## src/rtl/pipe_stage.sv

```systemverilog
// -----------------------------------------------------------------------------
// pipe_stage
//
// Inter-stage pipeline register with ready/valid flow control and a 2-entry
// skid buffer. Control and datapath fields travel as two packed vectors so
// one block serves every stage boundary (decode/execute/memory/writeback).
// Control bits are zeroed whenever the stage holds no entry, so downstream
// always sees a NOP on a bubble. Datapath bits are only cleared by Reset.
//
// Optional feature: define PIPE_STAGE_STATS_EN to add a saturating 16-bit
// stall counter (cycles with out_valid=1 and out_ready=0) on port
// stall_cycles. Flow behaviour is identical with or without it.
//
// Parameters:
//   CTRL_W        width of the control vector (zeroed on bubbles)
//   DATA_W        width of the datapath vector (held on bubbles)
//
// Ports:
//   CLK           clock, all state changes on the rising edge
//   Reset         synchronous, active-high; overrides flush and handshakes
//   flush         drop every held entry on the next edge
//   in_valid      upstream presents an entry
//   in_ready      stage accepts an entry this cycle (registered state only)
//   in_ctrl       upstream control vector
//   in_data       upstream datapath vector
//   out_valid     stage presents an entry
//   out_ready     downstream accepts the presented entry
//   out_ctrl      presented control vector, all-zero when out_valid=0
//   out_data      presented datapath vector
//   occupancy     number of held entries (0, 1 or 2)
//   stall_cycles  saturating stall count (PIPE_STAGE_STATS_EN only)
// -----------------------------------------------------------------------------
module pipe_stage #(
   parameter int CTRL_W = 8,
   parameter int DATA_W = 128
) (
   input  logic              CLK,
   input  logic              Reset,
   input  logic              flush,
   input  logic              in_valid,
   output logic              in_ready,
   input  logic [CTRL_W-1:0] in_ctrl,
   input  logic [DATA_W-1:0] in_data,
   output logic              out_valid,
   input  logic              out_ready,
   output logic [CTRL_W-1:0] out_ctrl,
   output logic [DATA_W-1:0] out_data,
   output logic [1:0]        occupancy
`ifdef PIPE_STAGE_STATS_EN
   ,
   output logic [15:0]       stall_cycles
`else
`endif
);

   // The state encoding equals the occupancy count, so the main and skid
   // valid bits are decodes of it: main valid in ONE/TWO, skid valid in TWO.
   typedef enum logic [1:0] {
      EMPTY = 2'd0,
      ONE   = 2'd1,
      TWO   = 2'd2
   } state_t;

   state_t            state;
   logic [CTRL_W-1:0] main_ctrl;
   logic [DATA_W-1:0] main_data;
   logic [CTRL_W-1:0] skid_ctrl;
   logic [DATA_W-1:0] skid_data;

   logic main_valid;
   logic in_fire;
   logic out_fire;

   assign main_valid = (state != EMPTY);

   // in_ready depends on registered state only, never on out_ready, so the
   // upstream ready path is cut at this stage.
   assign in_ready  = (state != TWO);
   assign in_fire   = in_valid & in_ready;
   assign out_fire  = main_valid & out_ready;

   assign out_valid = main_valid;
   // main_ctrl is already cleared on every path to EMPTY; the mask makes the
   // bubble-is-NOP guarantee independent of that bookkeeping.
   assign out_ctrl  = main_valid ? main_ctrl : '0;
   assign out_data  = main_data;
   assign occupancy = state;

   // NOTE: this register bank resets every field, data included, because the
   // downstream stage must see a fully defined all-zero word after Reset;
   // state uses non-blocking assignments so every branch reads pre-edge values.
   always_ff @(posedge CLK) begin
      if (Reset) begin
         state     <= EMPTY;
         main_ctrl <= '0;
         main_data <= '0;
         skid_ctrl <= '0;
         skid_data <= '0;
      end else if (flush) begin
         // Any same-cycle in_fire is dropped; data fields keep their values.
         state     <= EMPTY;
         main_ctrl <= '0;
         skid_ctrl <= '0;
      end else begin
         case (state)
            EMPTY: begin
               if (in_fire) begin
                  main_ctrl <= in_ctrl;
                  main_data <= in_data;
                  state     <= ONE;
               end
            end
            ONE: begin
               if (in_fire && out_fire) begin
                  main_ctrl <= in_ctrl;
                  main_data <= in_data;
               end else if (in_fire) begin
                  skid_ctrl <= in_ctrl;
                  skid_data <= in_data;
                  state     <= TWO;
               end else if (out_fire) begin
                  main_ctrl <= '0;
                  state     <= EMPTY;
               end
            end
            TWO: begin
               // No input can be accepted here, so the skid always drains
               // into main before anything new arrives.
               if (out_fire) begin
                  main_ctrl <= skid_ctrl;
                  main_data <= skid_data;
                  skid_ctrl <= '0;
                  state     <= ONE;
               end
            end
            default: begin
               state <= EMPTY;
            end
         endcase
      end
   end

`ifdef PIPE_STAGE_STATS_EN
   // Counts presented-but-refused cycles; saturates, survives flush.
   always_ff @(posedge CLK) begin
      if (Reset) begin
         stall_cycles <= '0;
      end else if (main_valid && !out_ready && (stall_cycles != 16'hFFFF)) begin
         stall_cycles <= stall_cycles + 16'd1;
      end
   end
`else
   // Stall statistics not built.
`endif

endmodule

```

## config.mk

```make
export PLATFORM = sky130hd
export DESIGN_NAME = pipe_stage
export DESIGN_NICKNAME = d
export VERILOG_FILES = /design/src/rtl/pipe_stage.sv
export SDC_FILE = /design/constraint.sdc
export NUM_CORES = 1
export LEC_CHECK = 0
export CORE_MARGIN = 2
export CORE_UTILIZATION = 50
export CTS_CLUSTER_SIZE = 30
export DETAILED_ROUTE_END_ITERATION = 10
export PLACE_DENSITY = 0.89
export SYNTH_ARGS = -nofsm -noshare
export SYNTH_HDL_FRONTEND = slang
export SYNTH_SLANG_ARGS = --single-unit
```

## constraint.sdc

```tcl
create_clock -name CLK -period 2.9 [get_ports CLK]
set_clock_uncertainty 0.05 [all_clocks]
set_input_delay 0.29 -clock CLK [delete_from_list [all_inputs] [get_ports CLK]]
set_output_delay 0.29 -clock CLK [all_outputs]
set_load 0.01 [all_outputs]
```

-- Word-level counts from Yosys, hierarchy flattened
Index checks and enable logic that the tools add are counted.
- memories kept: 0
- latch bits: 0
- output and inout port bits: 140
- register bits after elaboration: 274
- logic and storage cells: 50
- RAM bits: 0
- input port bits: 141
- bits in read-only memories: 0
- equality and inequality tests: 11
- div/mod/pow operators: 0
- $add $sub $neg: 0
- bitwise operators: 4
- multipliers: 0
- muxes and demuxes: 19
- order comparisons: 0
- reductions and logical operators: 11
- shift operators: 0
- operators with widths (operator ; count):
    $mux 128 ; 3
    $pmux 128 s3 ; 1
    $mux 8 ; 7
    $pmux 8 s3 ; 1
    $pmux 8 s2 ; 1
    $ne 2x2->1 const B ; 6
    $reduce_and 4->1 ; 3
    $mux 2 ; 5
    $reduce_and 5->1 ; 2
    $ne 3x3->1 const B ; 3
    $pmux 2 s3 ; 1
    $reduce_bool 2->1 ; 2
    $reduce_bool 3->1 ; 1
    $and 1x1->1 ; 2
    $eq 2x1->1 const B ; 1
    $eq 2x2->1 const B ; 1
    $logic_not 2->1 ; 1
    $not 1->1 ; 2
    $reduce_or 2->1 ; 1
    $logic_and 1x1->1 ; 1

-- Depth between registers and ports, before layout
- depth after elaboration: 6
- depth in mapped cells: 10
- gate-level depth less buffers: 6

-- Least setup slack after synthesis
Ideal clock, no wire load.
- path type: register to register
- from: reg state[0], in the netlist occupancy[0]
- to: reg main_data[67], in the netlist out_data[67]
- setup time: 0.146 ns
- slack: 0.634 ns
- data arrival time: 2.070 ns
- cell stages (with the launch flop): 9
- period minus slack after synthesis: 2.266 ns
- path buffers: 2
- data required time: 2.704 ns
- cells stage by stage: dfxtp_1 inv_1 ha_1 or3b_1 a31oi_1 and2_1 buf_2 buf_2 a211oi_2
- longest elaborated chain between the ends: 5
- elaborated cells between the ends (all ways): 14
- classes of those cells: eq/ne (6); mux (1); bitwise (2); reduce/logical (5)
- ends and longest elaborated chain (what ; RTL line ; RTL):
    start: declaration ; 64 ; state_t state;
    start signal: assignment ; 94 ; state <= EMPTY;
    start signal: assignment ; 101 ; state <= EMPTY;
    start signal: assignment ; 110 ; state <= ONE;
    $ne 2x2->1 or $reduce_bool 2->1 (tied branches) ; 78, 74 ;
    $and 1x1->1, on equally long branches ; 79, 80 ;
    $logic_and 1x1->1 ; 114 ; if (in_fire && out_fire) begin
    $ne 2x2->1 (no source line) ; -- ;
    $reduce_and 5->1 (no source line) ; -- ;
    end signal: assignment ; 109 ; main_data <= in_data;
    end signal: assignment ; 116 ; main_data <= in_data;
    end signal: assignment ; 131 ; main_data <= skid_data;
    end: declaration ; 66 ; logic [DATA_W-1:0] main_data;
Several ways; a longest one is shown, not always the timed one.
A chain may end at the register's enable or synchronous reset.

-- Worst setup path after layout
- from: reg state[0], in the netlist occupancy[0]
- to: reg skid_data[13]
- longest elaborated chain between the ends: 5
- elaborated cells between the ends (all ways): 8
- classes of those cells: eq/ne (2); bitwise (3); reduce/logical (3)
- ends and longest elaborated chain (what ; RTL line ; RTL):
    $ne 2x2->1 or $reduce_bool 2->1 (tied branches) ; 78, 74 ;
    $and 1x1->1, on equally long branches ; 79, 80 ;
    $logic_and 1x1->1 ; 114 ;
    $not 1->1 (no source line) ; -- ;
    $reduce_and 4->1 (no source line) (*) ; -- ;
    end signal: assignment ; 119 ; skid_data <= in_data;
    end: declaration ; 68 ; logic [DATA_W-1:0] skid_data;
Mark *: on every way between the ends. The rest lies on a longest branch, timed or not.

==> results.cfg <==
[synthesis]
synth_edf_count = 0
yosysUniqueCellTypes = 36
yosys_warnings = 0
synthCells = 1282
ys_top_cells_by_area = dfxtp_1 48%, mux2i_1 11%, a21oi_1 11%
synth_flop_cell = dfxtp_1
yosysTopAreaCell = dfxtp_1
ys_seq_elements = 274
syn_nets = 1430
synth_area_um2 = 11500
seq_area_frac_synth_pct = 47.7
avgSynthCellArea_um2 = 8.97
async_flop_share_pct = 0
synth_top_area_share_pct = 47.7

[sta]
timing_hold_violations_final = 0
tns_ns = 0
period_share_pct = 93.7
drv_slew = 0
rsz0062_at_grt = no
fin_ws_ns = 0.183
worst_pin_slew_ns = 1.29
period_needed_ns = 2.72
maxSlewHeadroom_pct = 13.0
maxClockFrequency_ghz = 0.368
finalSetupViolCount = 0

[setup_path]
path_max_fanout = 75
path_class = flop to flop
cp.arrival_ns = 3.12
r2r_setup_slack_ns = 0.18
critPathLaunchType = flop
crit_required_ns = 3.30
endpoint_kind = flop

[route]
drtPass1Iterations = 5
viasPerCell = 5.81
final_antenna_net_count = 0
via_count = 10400
drc_errors = 0
drtIter0Drc = 717
finalWirelength_um = 32600
wl_per_cell_um = 18.2

[cells_and_area]
nets = 1637
syn_to_final_growth_pct = 34.8
nFillCells = 1685
layout_commonest_cell = clkdlybuf4s50_1
drive_gt1_share_pct = 7.41
instances_no_fill = 1797
final_cell_mix = 279 x clkdlybuf4s50_1, 274 x dfxtp_1, 267 x nand2_1

[clock_tree]
cts_num_sinks = 274
numCtsBuffers = 29
cts.htree.levels = 1
hold_buffers = 0
cts_setup_buffers = 0
clockBufferDepth = 3
clockRootBuffer = clkbuf_16
worst_skew_pair.late_latency_ns = 0.53
path_clk_slew_ns = 0.06
cts_resized = 0
cts_tree = built

[floorplanning]
core_area_um2 = 22600
die_y_um = 156
ios = 281
rows = 55
dieArea_um2 = 24200
start_util_pct = 50.8
die_x_um = 156

[power]
p_per_area_nw_per_um2 = 611
finalPower_w = 0.00948
peakVddDrop_v = 0.000418
p_leak_nw = 5.16

[global_routing]
grt_pass1_wl_um = 51300
overflow = 0
gr-usage-all-layers_pct = 25.4
grt_pass1_vias = 10300
grt_max_degree = 129
antenna_found_initial = 1

[place]
place_congestion = 0.782
placed_cells = 1741
pre_cts_ws_ns = 0.218
io_buffers = 280
dp_hpwl_um = 19300

[outcome]
status = finished, final reports clean

[job]
cap_violations = 0

[hold_path]
min_path_type = input pin to flop
power by group:
part | switching [W] | total, W | internal (W)
Clock | 0.00150 | 0.00393 | 0.00244
Sequential | 0.000112 | 0.00408 | 0.00397
Combinational | 0.000734 | 0.00146 | 0.000730
cell families (layout without fill, tap and decap cells):
kind of cell / after synthesis / after routing / share of synthesized area [%]
adders and majority gates: 7 / 7 / 0.761
muxes: 130 / 130 / 11.3
AOI/OAI and AO/OA: 415 / 415 / 23.2
buffers and inverters: 129 / 358 / 5.00
DFF: 274 / 274 / 47.7
other: 0 / 1 / 0
and+or+nand+nor: 327 / 327 / 12.1
Yosys cell counts, drive strengths merged (4+ instances only):
cell / number
nor2b: 16
a311oi: 8
nand3: 8
ha: 7
nand2: 267
nor2: 5
o211a: 8
and3: 8
mux2i: 130
a21oi: 258
dfxtp: 274
inv: 4
buf: 62
clkbuf: 63
o211ai: 9
nand4b: 8
a211oi: 128
path summary, 6_finish.rpt:
kind / endpoint / start / depth (start not counted)
setup / recovery: skid_data[13] / occupancy[0] / 7
hold / removal: skid_data[38] / in_data[38] / 3
setup reg to reg: skid_data[13] / occupancy[0] / 7
hold reg to reg: skid_data[3] / skid_data[3] / 2
state kept, by name, indices dropped and copies added (netlist names):
| name | cells |
|---|---|
| out_data | 128 |
| skid_ctrl | 8 |
| skid_data | 128 |
| main_ctrl | 8 |
| occupancy | 2 |
worst max-delay path, stage by stage, from the launching register on:
cell	delay, ns
dfxtp_1	0.43
inv_1	0.16
ha_1	0.31
nor3b_1	0.51
or3_4	0.45
buf_12	0.37
nand2_1	0.13
a21oi_1	0.19
metrics by stage:
step / hold WS, ns / util (%) / area [um2]
2_1_floorplan: 0.376 / - / 11500
3_5_place_dp: 0.396 / 63.8 / 14400
6_report: 0.275 / 68.5 / 15500
4_1_cts: 0.263 / 68.3 / 15500
5_1_grt: 0.285 / 68.5 / 15500
3_3_place_gp: 0.391 / 63.8 / 14400
per-layer routing:
| layer | routed length, um | up-vias | track usage [%] |
|---|---|---|---|
| met5 | 0 | - | 0 |
| met4 | 1550 | 0 | 11.5 |
| met3 | 2330 | 102 | 5.64 |
| met2 | 15800 | 390 | 43.8 |
| met1 | 13000 | 4997 | 30.3 |
| li1 | - | 4958 | - |
area by class of cell:
class                      instances  area [um2]  share of cell area (%)
multi-input combinational        879        5490                    35.4
tap                              285         357                    2.30
clock inverter                    11         159                    1.02
inverter                           4        15.0                  0.0968
timing repair buffer             301        3120                    20.1
sequential                       274        5490                    35.4
antenna                            1        2.50                  0.0161
clock buffer                      42         875                    5.64
Note: power is estimated with default switching activity, not from simulation.
